## src/rtl/rr_arb8.sv

```systemverilog
// rr_arb8 - eight-way round-robin arbiter with bounded grant hold time.
//
// Picks at most one of eight level-held requesters per cycle and presents the
// winner both as a one-hot grant and as a 3-bit index (the same encoding as the
// team's 8:3 encoder). An owner keeps the grant while it keeps requesting; once
// another requester is waiting, the owner is limited to MAX_HOLD consecutive
// cycles before the grant is rotated away from it.
//
// Ports:
//   clk        rising-edge clock
//   rst_n      asynchronous active-low reset
//   en         arbitration enable; low blocks new grants only, it never ends
//              a grant that is already in progress
//   req[7:0]   request vector, bit i belongs to requester i
//   gnt[7:0]   registered one-hot grant, zero when idle
//   gnt_idx    registered binary index of the owner, zero when idle
//   gnt_valid  registered, high exactly when gnt is nonzero
//   hold_cnt   registered number of cycles the current grant has been held,
//              zero when idle

module rr_arb8 #(
  parameter int MAX_HOLD = 4,
  parameter int CNT_W    = 4
) (
  input  logic             clk,
  input  logic             rst_n,
  input  logic             en,
  input  logic [7:0]       req,
  output logic [7:0]       gnt,
  output logic [2:0]       gnt_idx,
  output logic             gnt_valid,
  output logic [CNT_W-1:0] hold_cnt
);

  typedef enum logic {
    IDLE  = 1'b0,
    GRANT = 1'b1
  } state_t;

  localparam logic [CNT_W-1:0] HOLD_MAX = CNT_W'(MAX_HOLD);
  localparam logic [CNT_W-1:0] HOLD_ONE = CNT_W'(1);

  state_t           state;
  state_t           state_nxt;
  logic [2:0]       ptr;
  logic [2:0]       ptr_nxt;
  logic [2:0]       idx_nxt;
  logic [CNT_W-1:0] cnt_nxt;
  logic [7:0]       gnt_nxt;
  logic [7:0]       others;
  logic [2:0]       after_owner;
  logic [3:0]       win_idle;
  logic [3:0]       win_rot;

  // Returns {found, index} of the first set bit of r at or after start,
  // wrapping 7 -> 0. The 3-bit sum wraps naturally, giving the modulo-8 scan;
  // scanning the offsets from highest to lowest lets the nearest one win.
  function automatic logic [3:0] find_winner(input logic [7:0] r,
                                             input logic [2:0] start);
    logic [3:0] res;
    logic [2:0] i;
    res = 4'b0;
    for (int o = 7; o >= 0; o--) begin
      i = start + 3'(o);
      if (r[i]) res = {1'b1, i};
    end
    return res;
  endfunction

  // Requests other than the current owner's; gnt is all zero when idle, so in
  // IDLE this is simply req.
  assign others      = req & ~gnt;
  assign after_owner = gnt_idx + 3'd1;
  assign win_idle    = find_winner(req, ptr);
  assign win_rot     = find_winner(others, after_owner);

  // The state register holds the only notion of ownership, so the valid flag
  // is a direct flop output.
  assign gnt_valid = (state == GRANT);

  // State, pointer and output registers. Everything visible is a flop so there
  // is no combinational path from req to the outputs.
  always_ff @(posedge clk or negedge rst_n) begin
    if (!rst_n) begin
      state    <= IDLE;
      ptr      <= 3'd0;
      gnt      <= 8'd0;
      gnt_idx  <= 3'd0;
      hold_cnt <= '0;
    end else begin
      state    <= state_nxt;
      ptr      <= ptr_nxt;
      gnt      <= gnt_nxt;
      gnt_idx  <= idx_nxt;
      hold_cnt <= cnt_nxt;
    end
  end

  // Next-state decision. In IDLE a new grant needs en. In GRANT the owner
  // either keeps going (counter saturating at MAX_HOLD while nobody else
  // waits), is forced off after MAX_HOLD cycles of contention, or releases.
  // Whenever ownership ends the pointer moves past the old owner, and a
  // successor is granted on the same edge only if en allows it.
  always_comb begin
    state_nxt = state;
    ptr_nxt   = ptr;
    idx_nxt   = gnt_idx;
    cnt_nxt   = hold_cnt;

    unique case (state)
      IDLE: begin
        if (en && win_idle[3]) begin
          state_nxt = GRANT;
          idx_nxt   = win_idle[2:0];
          cnt_nxt   = HOLD_ONE;
        end
      end

      GRANT: begin
        if (req[gnt_idx] && (others == 8'd0 || hold_cnt < HOLD_MAX)) begin
          cnt_nxt = (hold_cnt >= HOLD_MAX) ? HOLD_MAX : hold_cnt + HOLD_ONE;
        end else begin
          ptr_nxt = after_owner;
          if (en && win_rot[3]) begin
            idx_nxt = win_rot[2:0];
            cnt_nxt = HOLD_ONE;
          end else begin
            state_nxt = IDLE;
            idx_nxt   = 3'd0;
            cnt_nxt   = '0;
          end
        end
      end

      default: begin
        state_nxt = IDLE;
        idx_nxt   = 3'd0;
        cnt_nxt   = '0;
      end
    endcase

    gnt_nxt = (state_nxt == GRANT) ? (8'd1 << idx_nxt) : 8'd0;
  end

endmodule

```

## config.mk

```make
export PLATFORM = sky130hd
export DESIGN_NAME = rr_arb8
export DESIGN_NICKNAME = d
export VERILOG_FILES = /design/src/rtl/rr_arb8.sv
export SDC_FILE = /design/constraint.sdc
export NUM_CORES = 1
export LEC_CHECK = 0
export CAP_MARGIN = 20
export CORE_AREA = 4 4 75 77
export CTS_CLUSTER_DIAMETER = 120
export CTS_CLUSTER_SIZE = 30
export DETAILED_ROUTE_END_ITERATION = 12
export DIE_AREA = 0 0 79 81
export PLACE_DENSITY = 0.81
export SETUP_SLACK_MARGIN = 0.15
export SYNTH_ARGS = -nofsm -noshare
export SYNTH_HDL_FRONTEND = slang
export SYNTH_SLANG_ARGS = --single-unit
```

## constraint.sdc

```tcl
create_clock -name clk -period 3.9 [get_ports clk]
set_input_delay 0.78 -clock clk [delete_from_list [all_inputs] [get_ports clk]]
set_output_delay 0.78 -clock clk [all_outputs]
set_load 0.05 [all_outputs]
```

==> impl_metrics.tcl <==
set metrics [dict create \
    status "finished clean" \
    synth_cell_type_count 67 \
    fmaxAchievable_ghz 0.280 \
    clock_skew_ns 0.00848 \
    final-hold-violation-count 0 \
    period_share_pct 91.6 \
    grt_usage_pct 27.0 \
    syn_area_per_cell_um2 9.16 \
    nNetsFinal 363 \
    ys_seq_area_share_pct 16.6 \
    maxSlewHeadroom_pct 43.5 \
    grt_pass1_wl_um 13800 \
    post-route-drc-count 0 \
    fp.coreArea_um2 5010 \
    slew_violations 0 \
    placement_rows 26 \
    drt_iter0_drc 582 \
    clock-sinks 19 \
    syn_inst 312 \
    routed_via_density 7.02 \
    syn_area_um2 2860 \
    cp.required_ns 4.02 \
    post_drt_wl_per_cell_um 19.7 \
    cp-start-kind "input port" \
    ios 27 \
    final_cell_mix "clkdlybuf4s50_1, mux4_2, nand2_1, buf_4, dfrtp_1" \
    cts_tree "done" \
    die_h_um 81 \
    grt_pass1_vias 2775 \
    first_pass_iters 5 \
    final_cells 416 \
    clock_latency_ns 0.26 \
    initial_core_util_pct 57.0 \
    path_class "input port to flip-flop" \
    reg2reg_from "gnt_idx[1]" \
    r2r_cells 10 \
    cp_max_fo 8 \
    cts_buffers 3 \
    period_needed_ns 3.57 \
    final_area_um2 3340 \
    dpl.hpwl_um 6330 \
    area_growth_pct 16.9 \
    multi_input_area_um2 2260 \
    via_count 2919 \
    synth_fp_nets 328 \
    drt-total-wl_um 8200 \
    ys.flop_type "dfrtp_1" \
    dieWidth_um 79 \
    die-area_um2 6400 \
    worstMarginPinSlew_ns 0.845 \
    rsz0062_at_grt "false" \
    antenna_cells 0 \
    cap_viol_max_count 0 \
    htreeDepth 1 \
    root_buffer "clkbuf_8" \
    worstSetupEndpointType "flip-flop" \
    path_clk_slew_ns 0.07 \
    fill_cells 417 \
    hold_path.class "flip-flop to flip-flop" \
    cts_buffer_depth 2 \
    grt-ovfl-total 0 \
    final_common_cell "clkdlybuf4s50_1" \
    holdPathStages 2 \
    drive_gt1_share_pct 21.4 \
    worstHoldStart "hold_cnt[1]" \
    routabilityCongestion 0.943 \
    synthArstFlopShare_pct 100 \
    grt_max_degree 23 \
    tns_ns 0 \
    crit_arrival_ns 3.70 \
    placed_cell_area_um2 3290 \
    fin_hold_ws_ns 0.569 \
    ys_warn_count 0 \
    synth-seq-cells 19 \
    dp.cells 412 \
    antenna_left 0 \
    antenna_found_initial 0 \
    startpoint "req[6]" \
    synth_edf_count 0 \
    finalSetupViolCount 0 \
    seq_area_um2 475 \
    hold_buffers 0 \
    port_buffers 26 \
]
-- repair_timing --
item	4_1_cts	5_1_grt
setup endpoints to repair	0	6
hold endpoints to repair	0	0
setup buffers	0	0
resized for setup	0	2
-- state kept, by name (all words and copies together) (netlist names) --
register and count:
hold_cnt 4, gnt_idx 3, gnt_valid 1, gnt 8
ptr 3
-- kinds of logic (layout without fill, tap and decap cells) --
kind of cell	Yosys count	in the layout	synth area share [%]
AOI/OAI and AO/OA	89	89	22.5
buffers and inverters	30	64	4.60
and+or+nand+nor	109	109	21.8
DFF	19	19	16.6
muxes	53	53	29.6
xor gates and xnor gates	7	7	2.67
adders and majority gates	5	5	2.19
-- cell type report --
type / instances / area share, %
Inverter: 12 / 1.42
Clock buffer: 3 / 1.24
Sequential cell: 19 / 14.2
Tap cell: 70 / 2.62
Multi-Input combinational cell: 263 / 67.6
Timing Repair Buffer: 48 / 12.7
Clock inverter: 1 / 0.150
-- cells in the mapped netlist (all sizes together), types with 2 or more instances --
cell / count / area (um^2)
a211oi: 8 / 60.1
a21oi: 12 / 60.1
a221o: 2 / 20.0
a221oi: 6 / 52.6
a22oi: 2 / 15.0
a2bb2oi: 2 / 17.5
a41oi: 3 / 26.3
and2: 5 / 31.3
and3: 2 / 12.5
buf: 6 / 38.8
clkbuf: 12 / 45.0
dfrtp: 19 / 475
ha: 5 / 62.6
inv: 12 / 47.6
mux2: 11 / 124
mux2i: 18 / 180
mux4: 24 / 541
nand2: 22 / 82.6
nand2b: 9 / 56.3
nand3: 9 / 45.0
nand3b: 3 / 22.5
nand4: 2 / 12.5
nor2: 17 / 63.8
nor2b: 13 / 104
nor3: 8 / 51.3
nor3b: 2 / 15.0
nor4: 7 / 43.8
o211ai: 9 / 67.6
o21a: 2 / 15.0
o21ai: 16 / 80.1
o21bai: 3 / 33.8
o22ai: 4 / 25.0
o31ai: 4 / 30.0
or3: 3 / 18.8
or3b: 4 / 37.5
xnor2: 4 / 50.1
xor2: 3 / 26.3
-- critical path, stage by stage --
cell             delay, ns
clkdlybuf4s50_1       0.44
buf_4                 0.18
mux4_2                0.52
mux2_2                0.34
nand2_1               0.16
nand2_1               0.10
o21bai_4              0.20
nor4b_1               0.34
buf_4                 0.19
a2bb2oi_1             0.35
a211oi_1              0.10
-- stage by stage --
stage / setup WS (ns) / util [%]
floorplan: 0.227 / -
global placement: 0.166 / 65.6
detailed placement: 0.0761 / 65.6
CTS: 0.338 / 66.5
global route: 0.159 / 66.6
finish: 0.326 / 66.6
-- worst paths after layout --
kind / endpoint / slack [ns]
max: gnt[4] / 0.33
min: hold_cnt[1] / 0.57
max reg2reg: gnt[2] / 0.40
min reg2reg: hold_cnt[1] / 0.57
max in group asynchronous: gnt[6] / 2.37
min in group asynchronous: gnt[7] / 1.01
-- per-layer routing --
layer,wire length (um),track usage (%)
met4,159,7.22
met2,3700,42.8
met1,3500,39.5
met3,844,2.88
met5,0,0
Power is not shown: default switching activity piles up to over one toggle a cycle in this logic, so the estimate is an artifact.
